### config.mk
export PLATFORM = sky130hd
export DESIGN_NAME = enemy_spawn_scheduler_flat
export DESIGN_NICKNAME = d
export VERILOG_FILES = /design/src/rtl/enemy_spawn_scheduler_pkg.sv /design/src/rtl/enemy_spawn_scheduler_if.sv /design/src/rtl/enemy_spawn_scheduler_rr_pick.sv /design/src/rtl/enemy_spawn_scheduler.sv /design/src/flat_wrapper.sv
export SDC_FILE = /design/constraint.sdc
export NUM_CORES = 1
export LEC_CHECK = 0
export BUFFER_PORTS_ARGS = -buffer_cell sky130_fd_sc_hd__buf_2
export CAP_MARGIN = 25
export CORE_AREA = 2 2 75 77
export DETAILED_ROUTE_END_ITERATION = 6
export DIE_AREA = 0 0 77 79
export PLACE_DENSITY = 0.86
export SETUP_SLACK_MARGIN = 0.5
export SLEW_MARGIN = 20
export SYNTH_ARGS = -nofsm -noshare
export SYNTH_HDL_FRONTEND = slang
export SYNTH_SLANG_ARGS = --single-unit
### constraint.sdc
create_clock -name clk_i -period 6.1 [get_ports clk_i]
set_clock_uncertainty 0.2 [all_clocks]
set_input_delay 1.22 -clock clk_i [delete_from_list [all_inputs] [get_ports clk_i]]
set_output_delay 1.22 -clock clk_i [all_outputs]
set_load 0.005 [all_outputs]
### src/rtl/enemy_spawn_scheduler_pkg.sv
// Shared game definitions for the enemy spawn scheduler: FSM state encoding,
// default sizing and counter widths.
package game_pkg;

    typedef enum logic [2:0] {
        IDLE,
        SELECT,
        SPAWN,
        GAP,
        CLEAR
    } spawn_state_e;

    localparam int N_ENEMY_DEF   = 4;
    localparam int N_SPAWN_DEF   = 3;
    localparam int SPAWN_GAP_DEF = 1000000;
    localparam int ENEMY_CNT_W   = 6;
    localparam int POINT_W       = 2;

endpackage

### src/rtl/enemy_spawn_scheduler_if.sv
// Bundle between the spawn scheduler and the game logic around it.
// freeze_i exists only when SPAWN_FREEZE_EN is defined.
interface enemy_spawn_scheduler_if
    import game_pkg::*;
#(
    parameter int N_ENEMY = N_ENEMY_DEF,
    parameter int N_SPAWN = N_SPAWN_DEF
);
    logic                   level_start_i;
    logic [ENEMY_CNT_W-1:0] enemy_reserve_i;
    logic [N_ENEMY-1:0]     enemy_die_i;
    logic [N_SPAWN-1:0]     spawn_point_busy_i;
`ifdef SPAWN_FREEZE_EN
    logic                   freeze_i;
`endif
    logic [N_ENEMY-1:0]     spawn_valid_o;
    logic [POINT_W-1:0]     spawn_point_o;
    logic [N_ENEMY-1:0]     enemy_alive_o;
    logic [ENEMY_CNT_W-1:0] enemy_left_o;
    logic                   level_clear_o;

    // Game side: drives level control, deaths and tile occupancy.
    modport master (
        output level_start_i, enemy_reserve_i, enemy_die_i, spawn_point_busy_i,
`ifdef SPAWN_FREEZE_EN
        output freeze_i,
`endif
        input  spawn_valid_o, spawn_point_o, enemy_alive_o, enemy_left_o, level_clear_o
    );

    modport slave (
        input  level_start_i, enemy_reserve_i, enemy_die_i, spawn_point_busy_i,
`ifdef SPAWN_FREEZE_EN
        input  freeze_i,
`endif
        output spawn_valid_o, spawn_point_o, enemy_alive_o, enemy_left_o, level_clear_o
    );

endinterface

### src/rtl/enemy_spawn_scheduler_rr_pick.sv
// Combinational round-robin picker: first set request at or after ptr,
// wrapping modulo N.
module rr_pick #(
    parameter int N     = 3,
    parameter int IDX_W = 2
) (
    input  logic [N-1:0]     req,
    input  logic [IDX_W-1:0] ptr,
    output logic [IDX_W-1:0] idx,
    output logic             found
);

    always_comb begin
        int j;
        j     = 0;
        idx   = '0;
        found = 1'b0;
        for (int i = 0; i < N; i++) begin
            j = (int'(ptr) + i) % N;
            if (!found && req[j]) begin
                found = 1'b1;
                idx   = IDX_W'(j);
            end
        end
    end

endmodule

### src/rtl/enemy_spawn_scheduler.sv
// Enemy spawn scheduler: maps the level reserve onto enemy slots with a
// minimum gap between spawns. Optional freeze input under SPAWN_FREEZE_EN.
module enemy_spawn_scheduler
    import game_pkg::*;
#(
    parameter int N_ENEMY   = N_ENEMY_DEF,
    parameter int N_SPAWN   = N_SPAWN_DEF,
    parameter int SPAWN_GAP = SPAWN_GAP_DEF
) (
    input  logic                    clk_i,
    input  logic                    reset_all_i,
    enemy_spawn_scheduler_if.slave  bus
);

    localparam int SLOT_W = (N_ENEMY > 1) ? $clog2(N_ENEMY) : 1;
    localparam int CNT_W  = $clog2(SPAWN_GAP) + 1;

    function automatic logic [ENEMY_CNT_W-1:0] popcount(input logic [N_ENEMY-1:0] v);
        logic [ENEMY_CNT_W-1:0] c;
        c = '0;
        for (int i = 0; i < N_ENEMY; i++) c = c + ENEMY_CNT_W'(v[i]);
        return c;
    endfunction

    spawn_state_e           state;
    logic [ENEMY_CNT_W-1:0] reserve;
    logic [N_ENEMY-1:0]     alive;
    logic [POINT_W-1:0]     rr;
    logic [CNT_W-1:0]       cnt;
    logic [N_ENEMY-1:0]     spawn_valid;
    logic [POINT_W-1:0]     spawn_point;
    logic [ENEMY_CNT_W-1:0] enemy_left;
    logic                   level_clear;

    logic [SLOT_W-1:0]      slot_sel;
    logic [POINT_W-1:0]     point_sel;

    logic                   freeze;
    logic [SLOT_W-1:0]      free_slot;
    logic                   slot_found;
    logic [N_SPAWN-1:0]     point_free;
    logic [POINT_W-1:0]     pick_idx;
    logic                   pick_found;
    logic                   gap_done;
    logic [N_ENEMY-1:0]     alive_after_die;
    logic [N_ENEMY-1:0]     sel_mask;
    logic [N_ENEMY-1:0]     spawn_mask;
    logic [POINT_W-1:0]     rr_next;

`ifdef SPAWN_FREEZE_EN
    assign freeze = bus.freeze_i;
`else
    assign freeze = 1'b0;
`endif

    // Lowest-index free slot.
    always_comb begin
        free_slot  = '0;
        slot_found = 1'b0;
        for (int i = N_ENEMY - 1; i >= 0; i--) begin
            if (!alive[i]) begin
                free_slot  = SLOT_W'(i);
                slot_found = 1'b1;
            end
        end
    end

    assign point_free = ~bus.spawn_point_busy_i;

    rr_pick #(
        .N     (N_SPAWN),
        .IDX_W (POINT_W)
    ) u_pick (
        .req   (point_free),
        .ptr   (rr),
        .idx   (pick_idx),
        .found (pick_found)
    );

    // GAP lasts SPAWN_GAP-2 cycles so SPAWN->GAP..->SELECT->SPAWN spans SPAWN_GAP.
    assign gap_done        = (int'(cnt) + 1) >= (SPAWN_GAP - 2);
    assign alive_after_die = alive & ~bus.enemy_die_i;
    assign sel_mask        = N_ENEMY'(1) << free_slot;
    assign spawn_mask      = N_ENEMY'(1) << slot_sel;
    assign rr_next         = (point_sel == POINT_W'(N_SPAWN - 1)) ? '0 : point_sel + POINT_W'(1);

    always_ff @(posedge clk_i or posedge reset_all_i) begin
        if (reset_all_i) begin
            state       <= IDLE;
            reserve     <= '0;
            alive       <= '0;
            rr          <= '0;
            cnt         <= '0;
            spawn_valid <= '0;
            spawn_point <= '0;
            enemy_left  <= '0;
            level_clear <= 1'b0;
        end else begin
            spawn_valid <= '0;
            spawn_point <= '0;
            enemy_left  <= reserve + popcount(alive);
            alive       <= alive_after_die;
            if (bus.level_start_i) begin
                reserve     <= bus.enemy_reserve_i;
                alive       <= '0;
                rr          <= '0;
                cnt         <= '0;
                level_clear <= 1'b0;
                state       <= SELECT;
            end else begin
                case (state)
                    SELECT: begin
                        if (reserve == '0 && alive == '0) begin
                            level_clear <= 1'b1;
                            state       <= CLEAR;
                        end else if (reserve != '0 && !freeze && slot_found && pick_found) begin
                            spawn_valid <= sel_mask;
                            spawn_point <= pick_idx;
                            state       <= SPAWN;
                        end
                    end
                    SPAWN: begin
                        alive <= alive_after_die | spawn_mask;
                        if (reserve != '0) reserve <= reserve - ENEMY_CNT_W'(1);
                        rr    <= rr_next;
                        cnt   <= '0;
                        state <= GAP;
                    end
                    GAP: begin
                        if (!freeze) begin
                            cnt <= cnt + CNT_W'(1);
                            if (gap_done) state <= SELECT;
                        end
                    end
                    default: ;
                endcase
            end
        end
    end

    // Choice made in SELECT is held for SPAWN; busy is not resampled.
    always_ff @(posedge clk_i) begin
        if (state == SELECT) begin
            slot_sel  <= free_slot;
            point_sel <= pick_idx;
        end
    end

    assign bus.spawn_valid_o = spawn_valid;
    assign bus.spawn_point_o = spawn_point;
    assign bus.enemy_alive_o = alive;
    assign bus.enemy_left_o  = enemy_left;
    assign bus.level_clear_o = level_clear;

endmodule

### src/flat_wrapper.sv
// flat-port wrapper written by rule: the top's interface ports become plain ports
module enemy_spawn_scheduler_flat import game_pkg::*;
#(
    parameter int N_ENEMY   = N_ENEMY_DEF,
    parameter int N_SPAWN   = N_SPAWN_DEF,
    parameter int SPAWN_GAP = SPAWN_GAP_DEF
)
  (clk_i, reset_all_i, bus_level_start_i, bus_enemy_reserve_i, bus_enemy_die_i, bus_spawn_point_busy_i, bus_spawn_valid_o, bus_spawn_point_o, bus_enemy_alive_o, bus_enemy_left_o, bus_level_clear_o);
  enemy_spawn_scheduler_if #(.N_ENEMY(N_ENEMY), .N_SPAWN(N_SPAWN)) bus_i ();
  input  logic clk_i;
  input  logic reset_all_i;
  input wire logic [$bits(bus_i.level_start_i)-1:0] bus_level_start_i;
  input wire logic [$bits(bus_i.enemy_reserve_i)-1:0] bus_enemy_reserve_i;
  input wire logic [$bits(bus_i.enemy_die_i)-1:0] bus_enemy_die_i;
  input wire logic [$bits(bus_i.spawn_point_busy_i)-1:0] bus_spawn_point_busy_i;
  output wire logic [$bits(bus_i.spawn_valid_o)-1:0] bus_spawn_valid_o;
  output wire logic [$bits(bus_i.spawn_point_o)-1:0] bus_spawn_point_o;
  output wire logic [$bits(bus_i.enemy_alive_o)-1:0] bus_enemy_alive_o;
  output wire logic [$bits(bus_i.enemy_left_o)-1:0] bus_enemy_left_o;
  output wire logic [$bits(bus_i.level_clear_o)-1:0] bus_level_clear_o;
  assign bus_i.level_start_i = bus_level_start_i;
  assign bus_i.enemy_reserve_i = bus_enemy_reserve_i;
  assign bus_i.enemy_die_i = bus_enemy_die_i;
  assign bus_i.spawn_point_busy_i = bus_spawn_point_busy_i;
  assign bus_spawn_valid_o = bus_i.spawn_valid_o;
  assign bus_spawn_point_o = bus_i.spawn_point_o;
  assign bus_enemy_alive_o = bus_i.enemy_alive_o;
  assign bus_enemy_left_o = bus_i.enemy_left_o;
  assign bus_level_clear_o = bus_i.level_clear_o;
  enemy_spawn_scheduler #(.N_ENEMY(N_ENEMY), .N_SPAWN(N_SPAWN), .SPAWN_GAP(SPAWN_GAP)) u_core (.clk_i(clk_i), .reset_all_i(reset_all_i), .bus(bus_i));
endmodule
# Yosys cells after proc, flatten, opt, wreduce, memory -nomap -nowiden
# Cells that the tools add are included.
[totals] in_bits=16 ff_bits=53 out_inout_bits=17 word_cells=108
[op_classes] n_div=3 n_reduce_logical=19 muxes=49 n_lt_le_gt_ge=4 eq_ne=6 n_shift=2 bitwise=4 add_sub_neg=10
[op_table] operator="32-bit by 4-bit < comparator with 1-bit output, second input constant" n=3
[op_table] operator="32-bit by 3-bit modulo with 32-bit output, second input constant" n=2
[op_table] operator="21-bit case mux with 2 select lines" n=1
[op_table] operator="32-bit by 21-bit greater-or-equal comparator with 1-bit output, second input constant" n=1
[op_table] operator="3-bit by 3-bit modulo with 32-bit output, second input constant" n=1
[op_table] operator="2-bit two-way mux" n=14
[op_table] operator="4-bit two-way mux" n=6
[op_table] operator="21-bit by 1-bit adder with 22-bit output, second input constant" n=1
[op_table] operator="21-bit by 1-bit adder with 21-bit output, second input constant" n=1
[op_table] operator="21-bit two-way mux" n=1
[op_table] operator="6-bit two-way mux" n=3
[op_table] operator="1-bit two-way mux" n=16
[op_table] operator="6-bit by 1-bit adder with 6-bit output" n=2
[op_table] operator="3-bit two-way mux" n=4
[op_table] operator="3-bit case mux with 3 select lines" n=1
[op_table] operator="2-bit nonzero test" n=4
[op_table] operator="1-bit by 2-bit left shift with 4-bit output, first input constant" n=2
[op_table] operator="6-bit adder" n=1
[op_table] operator="1-bit binary-select mux with 2-bit select" n=3
[op_table] operator="3-bit by 2-bit equality test with 1-bit output, second input constant" n=2
[op_table] operator="6-bit logical NOT" n=1
[op_table] operator="6-bit nonzero test" n=1
[op_table] operator="6-bit by 1-bit subtractor with 6-bit output, second input constant" n=1
[op_table] operator="1-bit logical AND" n=5
[op_table] operator="18 further kinds" n=20

# Longest topological paths before layout
[logic_depth] ltp_word=16 mapped_depth=11 mapped_depth_nobuf=11

# Cells and area by module
# A second synthesis with hierarchy kept.
[hier_totals] hier_cells=334 hier_area_um2=3036.7
[modules_own_cells] mod="enemy_spawn_scheduler" area_each_um2=2836.5 instances=1 cells_per_inst=308 seq_area_each_um2=1346.3
[modules_own_cells] mod="rr_pick" area_each_um2=200.2 instances=1 cells_per_inst=26 seq_area_each_um2=0.0

# Least setup slack after synthesis
# OpenSTA, ideal clock, no wires.
[synth_timing] path_kind="input to register" startpoint="in bus_spawn_point_busy_i[0]" endpoint="reg u_core.state[0]" required_ns=5.772 path_buffers=0 cell_stages=6 t_arrival_ns=2.521 setup_slack_ns=3.251 setup_time_ns=0.128 cell_sequence="or2_0 -> a21oi_1 -> nor2_1 -> a211o_1 -> a31oi_4 -> mux2_1"
[synth_via] elab_chain_cells=14 elab_cells_between_ends=20 cone_classes="eq/ne (1); mux (12); bitwise (1); reduce/logical (6)"
[synth_lines] item="start, declared" line_no="flat_wrapper.sv:15" rtl="input wire logic [$bits(bus_i.spawn_point_busy_i)-1:0] bus_spawn_point_busy_i;"
[synth_lines] item="3-bit NOT *" line_no="enemy_spawn_scheduler.sv:68" rtl="assign point_free = ~bus.spawn_point_busy_i;"
[synth_lines] item="1-bit binary-select mux with 2-bit select" line_no="enemy_spawn_scheduler_rr_pick.sv:20" rtl="if (!found && req[j]) begin"
[synth_lines] item="1-bit two-way mux (not written as such) (2 in series)" line_no="enemy_spawn_scheduler_rr_pick.sv:20"
[synth_lines] item="1-bit two-way mux" line_no="enemy_spawn_scheduler_rr_pick.sv:20"
[synth_lines] item="1-bit logical NOT" line_no="enemy_spawn_scheduler_rr_pick.sv:20"
[synth_lines] item="1-bit logical AND" line_no="enemy_spawn_scheduler_rr_pick.sv:20"
[synth_lines] item="1-bit two-way mux" line_no="enemy_spawn_scheduler_rr_pick.sv:20"
[synth_lines] item="1-bit logical NOT" line_no="enemy_spawn_scheduler_rr_pick.sv:20"
[synth_lines] item="1-bit logical AND" line_no="enemy_spawn_scheduler_rr_pick.sv:20"
[synth_lines] item="1-bit two-way mux *" line_no="enemy_spawn_scheduler_rr_pick.sv:20"
[synth_lines] item="1-bit logical AND *" line_no="enemy_spawn_scheduler.sv:116" rtl="end else if (reserve != '0 && !freeze && slot_found && pick_found) begin"
[synth_lines] item="4-bit by 2-bit inequality test with 1-bit output (no source line) *"
[synth_lines] item="3-bit AND reduction (no source line) *"
[synth_lines] item="end signal, assigned" line_no="enemy_spawn_scheduler.sv:115" rtl="state <= CLEAR;"
[synth_lines] item="end signal, assigned" line_no="enemy_spawn_scheduler.sv:119" rtl="state <= SPAWN;"
[synth_lines] item="end signal, assigned" line_no="enemy_spawn_scheduler.sv:127" rtl="state <= GAP;"
[synth_lines] item="end, declared" line_no="enemy_spawn_scheduler.sv:25" rtl="spawn_state_e state;"
# Mark *: on every way between the ends. The rest lies on a longest branch, timed or not. The select of a mux whose other input is x is not followed.
# A chain may end at the register's enable or synchronous reset.

# Worst setup path after layout
[layout_timing] startpoint="in bus_level_start_i" endpoint="reg u_core.cnt[5]"
[layout_via] elab_chain_cells=1 elab_cells_between_ends=2 cone_classes="mux (1); reduce/logical (1)"
[layout_lines] item="start, declared" line_no="flat_wrapper.sv:12" rtl="input wire logic [$bits(bus_i.level_start_i)-1:0] bus_level_start_i;"
[layout_lines] item="3-bit nonzero test (no source line) or 21-bit two-way mux (tied branches)"
[layout_lines] item="end signal, assigned" line_no="enemy_spawn_scheduler.sv:131" rtl="cnt <= cnt + CNT_W'(1);"
[layout_lines] item="end, declared" line_no="enemy_spawn_scheduler.sv:29" rtl="logic [CNT_W-1:0] cnt;"
# Several ways; a longest one is shown, not always the timed one.

==> summary.json <==
{
  "status": "finished, final reports clean",
  "cts_hold_buf": 0,
  "first_global_vias": 2604,
  "cellLeakagePower_nw": 1.61,
  "post-route-cell-area_um2": 3590,
  "grt.total_usage_pct": 24.4,
  "yosys-mux-area-fraction_pct": 1.82,
  "synth_enable_flop_cells": 4,
  "setup_slack_ns": 3.17,
  "synth_xor_area_share_pct": 3.42,
  "initial_utilization_pct": 61.7,
  "drt_drc_violations_left": 0,
  "tritoncts": "done",
  "postSynthNetCount": 388,
  "synth_warnings": 0,
  "worst_hold_path.endpoint": "u_core.bus.level_clear_o",
  "finalPower_mw": 1.03,
  "synth_cell_type_count": 61,
  "drt-initial-drc-count": 211,
  "area.growth.synth_to_final_pct": 9.04,
  "syn_area_per_cell_um2": 9.23,
  "postRouteAntennaNets": 0,
  "fp.dieH_um": 79,
  "synthMostInstantiatedCell": "dfrtp_1",
  "crit_path_start_kind": "input port",
  "worstPathArrival_ns": 2.89,
  "coreArea_um2": 5340,
  "synth-main-ff-cell": "dfrtp_1",
  "die_area_um2": 6080,
  "wl_per_cell_um": 15.4,
  "r2r_setup_slack_ns": 3.37,
  "synth_top_family_by_area": "simple AND/OR/NAND/NOR gates",
  "tritoncts_num_sinks": 53,
  "detailedRoute.firstPassIterationCount": 4,
  "clock_transition_at_path_regs_ns": 0.10,
  "clockPowerShare_pct": 23.4,
  "start_point_of_the_worst_min_delay_path": "u_core.bus.level_clear_o",
  "critical_path_class": "in2reg",
  "yosys.area.top_type": "dfrtp_1",
  "dp_cells": 445,
  "worst-endpoint-required_ns": 6.06,
  "worstSetupEndpointType": "flip-flop",
  "post_synth_and_or_nand_nor_area_fraction_pct": 23.2,
  "yosys_register_bits": 53,
  "clock_tree.root_cell": "clkbuf_8",
  "synthDominantCellAreaShare_pct": 37.2,
  "number_of_buffers_created_by_cts": 5,
  "global_route_total_overflow": 0,
  "largest_net_degree_at_the_start_of_global_routing": 50,
  "synth_adder_area_share_pct": 6.15,
  "die_width_um": 77,
  "ys_seq_area_share_pct": 40.9,
  "final.hold.worst_slack_ns": 0.301,
  "postCtsSetupRepairBufs": 0,
  "fin_util_pct": 67.3,
  "post_cts_resized": 0,
  "timing.reg2reg.worst_path_depth": 11,
  "grt_setup_unrepaired": "no",
  "r2r-end": "u_core.bus.enemy_left_o[4]",
  "slew_viol_final": 0,
  "setup_viol": 0,
  "power.share.sequential_pct": 44.9,
  "clk_latency_ns": 0.31,
  "synthTopCellsByCount": "dfrtp_1 (49), nand2_1 (33), nor2_1 (26), o21ai_0 (26), inv_1 (23)",
  "number_of_antenna_violations_at_the_first_check_in_global_routing": 0,
  "worst_ir_drop_vdd_v": 0.000153,
  "fin_setup_tns_ns": 0,
  "period_utilization_post_route_pct": 48.0,
  "antennaDiodeCount": 0,
  "hold-path-cell-count": 1,
  "finalNetCount": 411,
  "synth.top_cells.by_area": "dfrtp_1 (37%), ha_1 (4.9%), o21ai_0 (3.9%)",
  "crit_path_max_fanout": 25,
  "global_route_wire_length_before_repair_mm": 12.0,
  "cts.htree.levels": 2,
  "critical_path.reg2reg.startpoint": "u_core.bus.enemy_alive_o[1]",
  "switchingPower_mw": 0.367,
  "power.density_cell_area_nw_per_um2": 287,
  "dpl-instance-area_um2": 3480,
  "power.combinational.fraction_pct": 31.7,
  "layout.filler_cells": 445,
  "mappedNetlistArea_um2": 3290,
  "buffer_ports.inserted": 32,
  "std_cell_rows": 27,
  "io_pins": 33,
  "max-clock-path-buffers": 2,
  "fmax_ghz": 0.341,
  "hold_class": "reg2reg",
  "switching_share_pct": 35.6,
  "postRouteWirelength_mm": 6.99,
  "maxSlewHeadroom_pct": 37.9,
  "post_route_cells_drive_above_1_share_pct": 16.3,
  "syn-instance-count": 357,
  "routabilityCongestion": 0.903,
  "detailed_place_hpwl_mm": 4.91,
  "dr_total_vias": 2698,
  "layoutNonFillerInstCount": 453,
  "ys_async_sr_fraction_pct": 92.5,
  "worstMarginPinSlew_ns": 0.929,
  "synth_compound_gate_area_share_pct": 19.8,
  "internal_power_mw": 0.665,
  "detail_route.vias_per_cell": 5.96,
  "final_period_minus_worst_setup_slack_ns": 2.93,
  "maxCapViolCount": 0,
  "pre_cts_slack_ns": 2.87,
  "final_hold_viol_count": 0
}
[sequential cells by signal (all words and copies together), names as in the netlist]
signal,count
u_core.cnt,21
u_core.state,3
u_core.point_sel,2
u_core.bus.enemy_alive_o,4
u_core.slot_sel,2
u_core.bus.level_clear_o,1
u_core.bus.enemy_left_o,6
u_core.bus.spawn_point_o,2
u_core.bus.spawn_valid_o,4
u_core.reserve,6
u_core.rr,2
[power groups by stage]
stage               Sequential [mW]  Clock, mW  Combinational [mW]
detailed placement            0.470          0               0.326
CTS                           0.462      0.244               0.328
global route                  0.471      0.255               0.370
floorplan                     0.460          0               0.243
finish                        0.463      0.242               0.328
global placement              0.466          0               0.310
[critical path, stage by stage]
cell and delay [ns]:
buf_2 0.35, inv_1 0.15, nand3_1 0.72, o21ai_0 0.25, nand2_1 0.12, o31ai_1 0.07
[cells by family after synthesis]
logic type / after synthesis
buffers and inverters: 39
DFF: 53
adders and majority gates: 15
AOI/OAI and AO/OA: 102
muxes: 5
and+or+nand+nor: 131
xor gates and xnor gates: 12
[routing by layer]
layer  GRT usage (%)  up-vias  share of wire [%]
met2            40.9       64                 50
met4            8.04        0                1.2
met5               0        -                  0
met1            32.9     1305                 45
met3            3.64        8                4.1
li1                -     1321                  -
[placed cells by master (no fill, tap or decap), types with 6 or more instances in the layout]
cell and n:
buf_2 32, a31oi_1 9, nand2_1 33, nand3_1 13
nor3_2 6, nand4_1 8, ha_1 13, o21ai_0 26
o21ai_1 16, nor3_1 9, nor2_1 26, inv_1 22
xnor2_1 7, a21oi_1 15, dfrtp_1 49, nor2b_1 7
and3_1 6, o31ai_1 6
[worst max path at each step]
stage | start | to | slack, ns
after global placement | bus_level_start_i | u_core.cnt[5] | 3.02
final | bus_level_start_i | u_core.cnt[5] | 3.17
after CTS | bus_level_start_i | u_core.cnt[19] | 3.21
after detailed placement | bus_level_start_i | u_core.cnt[19] | 2.87
after floorplan | bus_spawn_point_busy_i[0] | u_core.state[0] | 3.25
after global routing | bus_level_start_i | u_core.cnt[5] | 2.98
[final cells by class]
cell class | instances | area [um2] | area share (%)
clock buffer | 6 | 72.6 | 2.02
clock inverter | 2 | 38.8 | 1.08
inverter | 23 | 87.6 | 2.44
multi-input combinational | 265 | 1800 | 50.0
sequential | 53 | 1350 | 37.5
tap | 72 | 90.1 | 2.51
timing repair buffer | 32 | 160 | 4.46
Power figures use the tool's default switching activity.
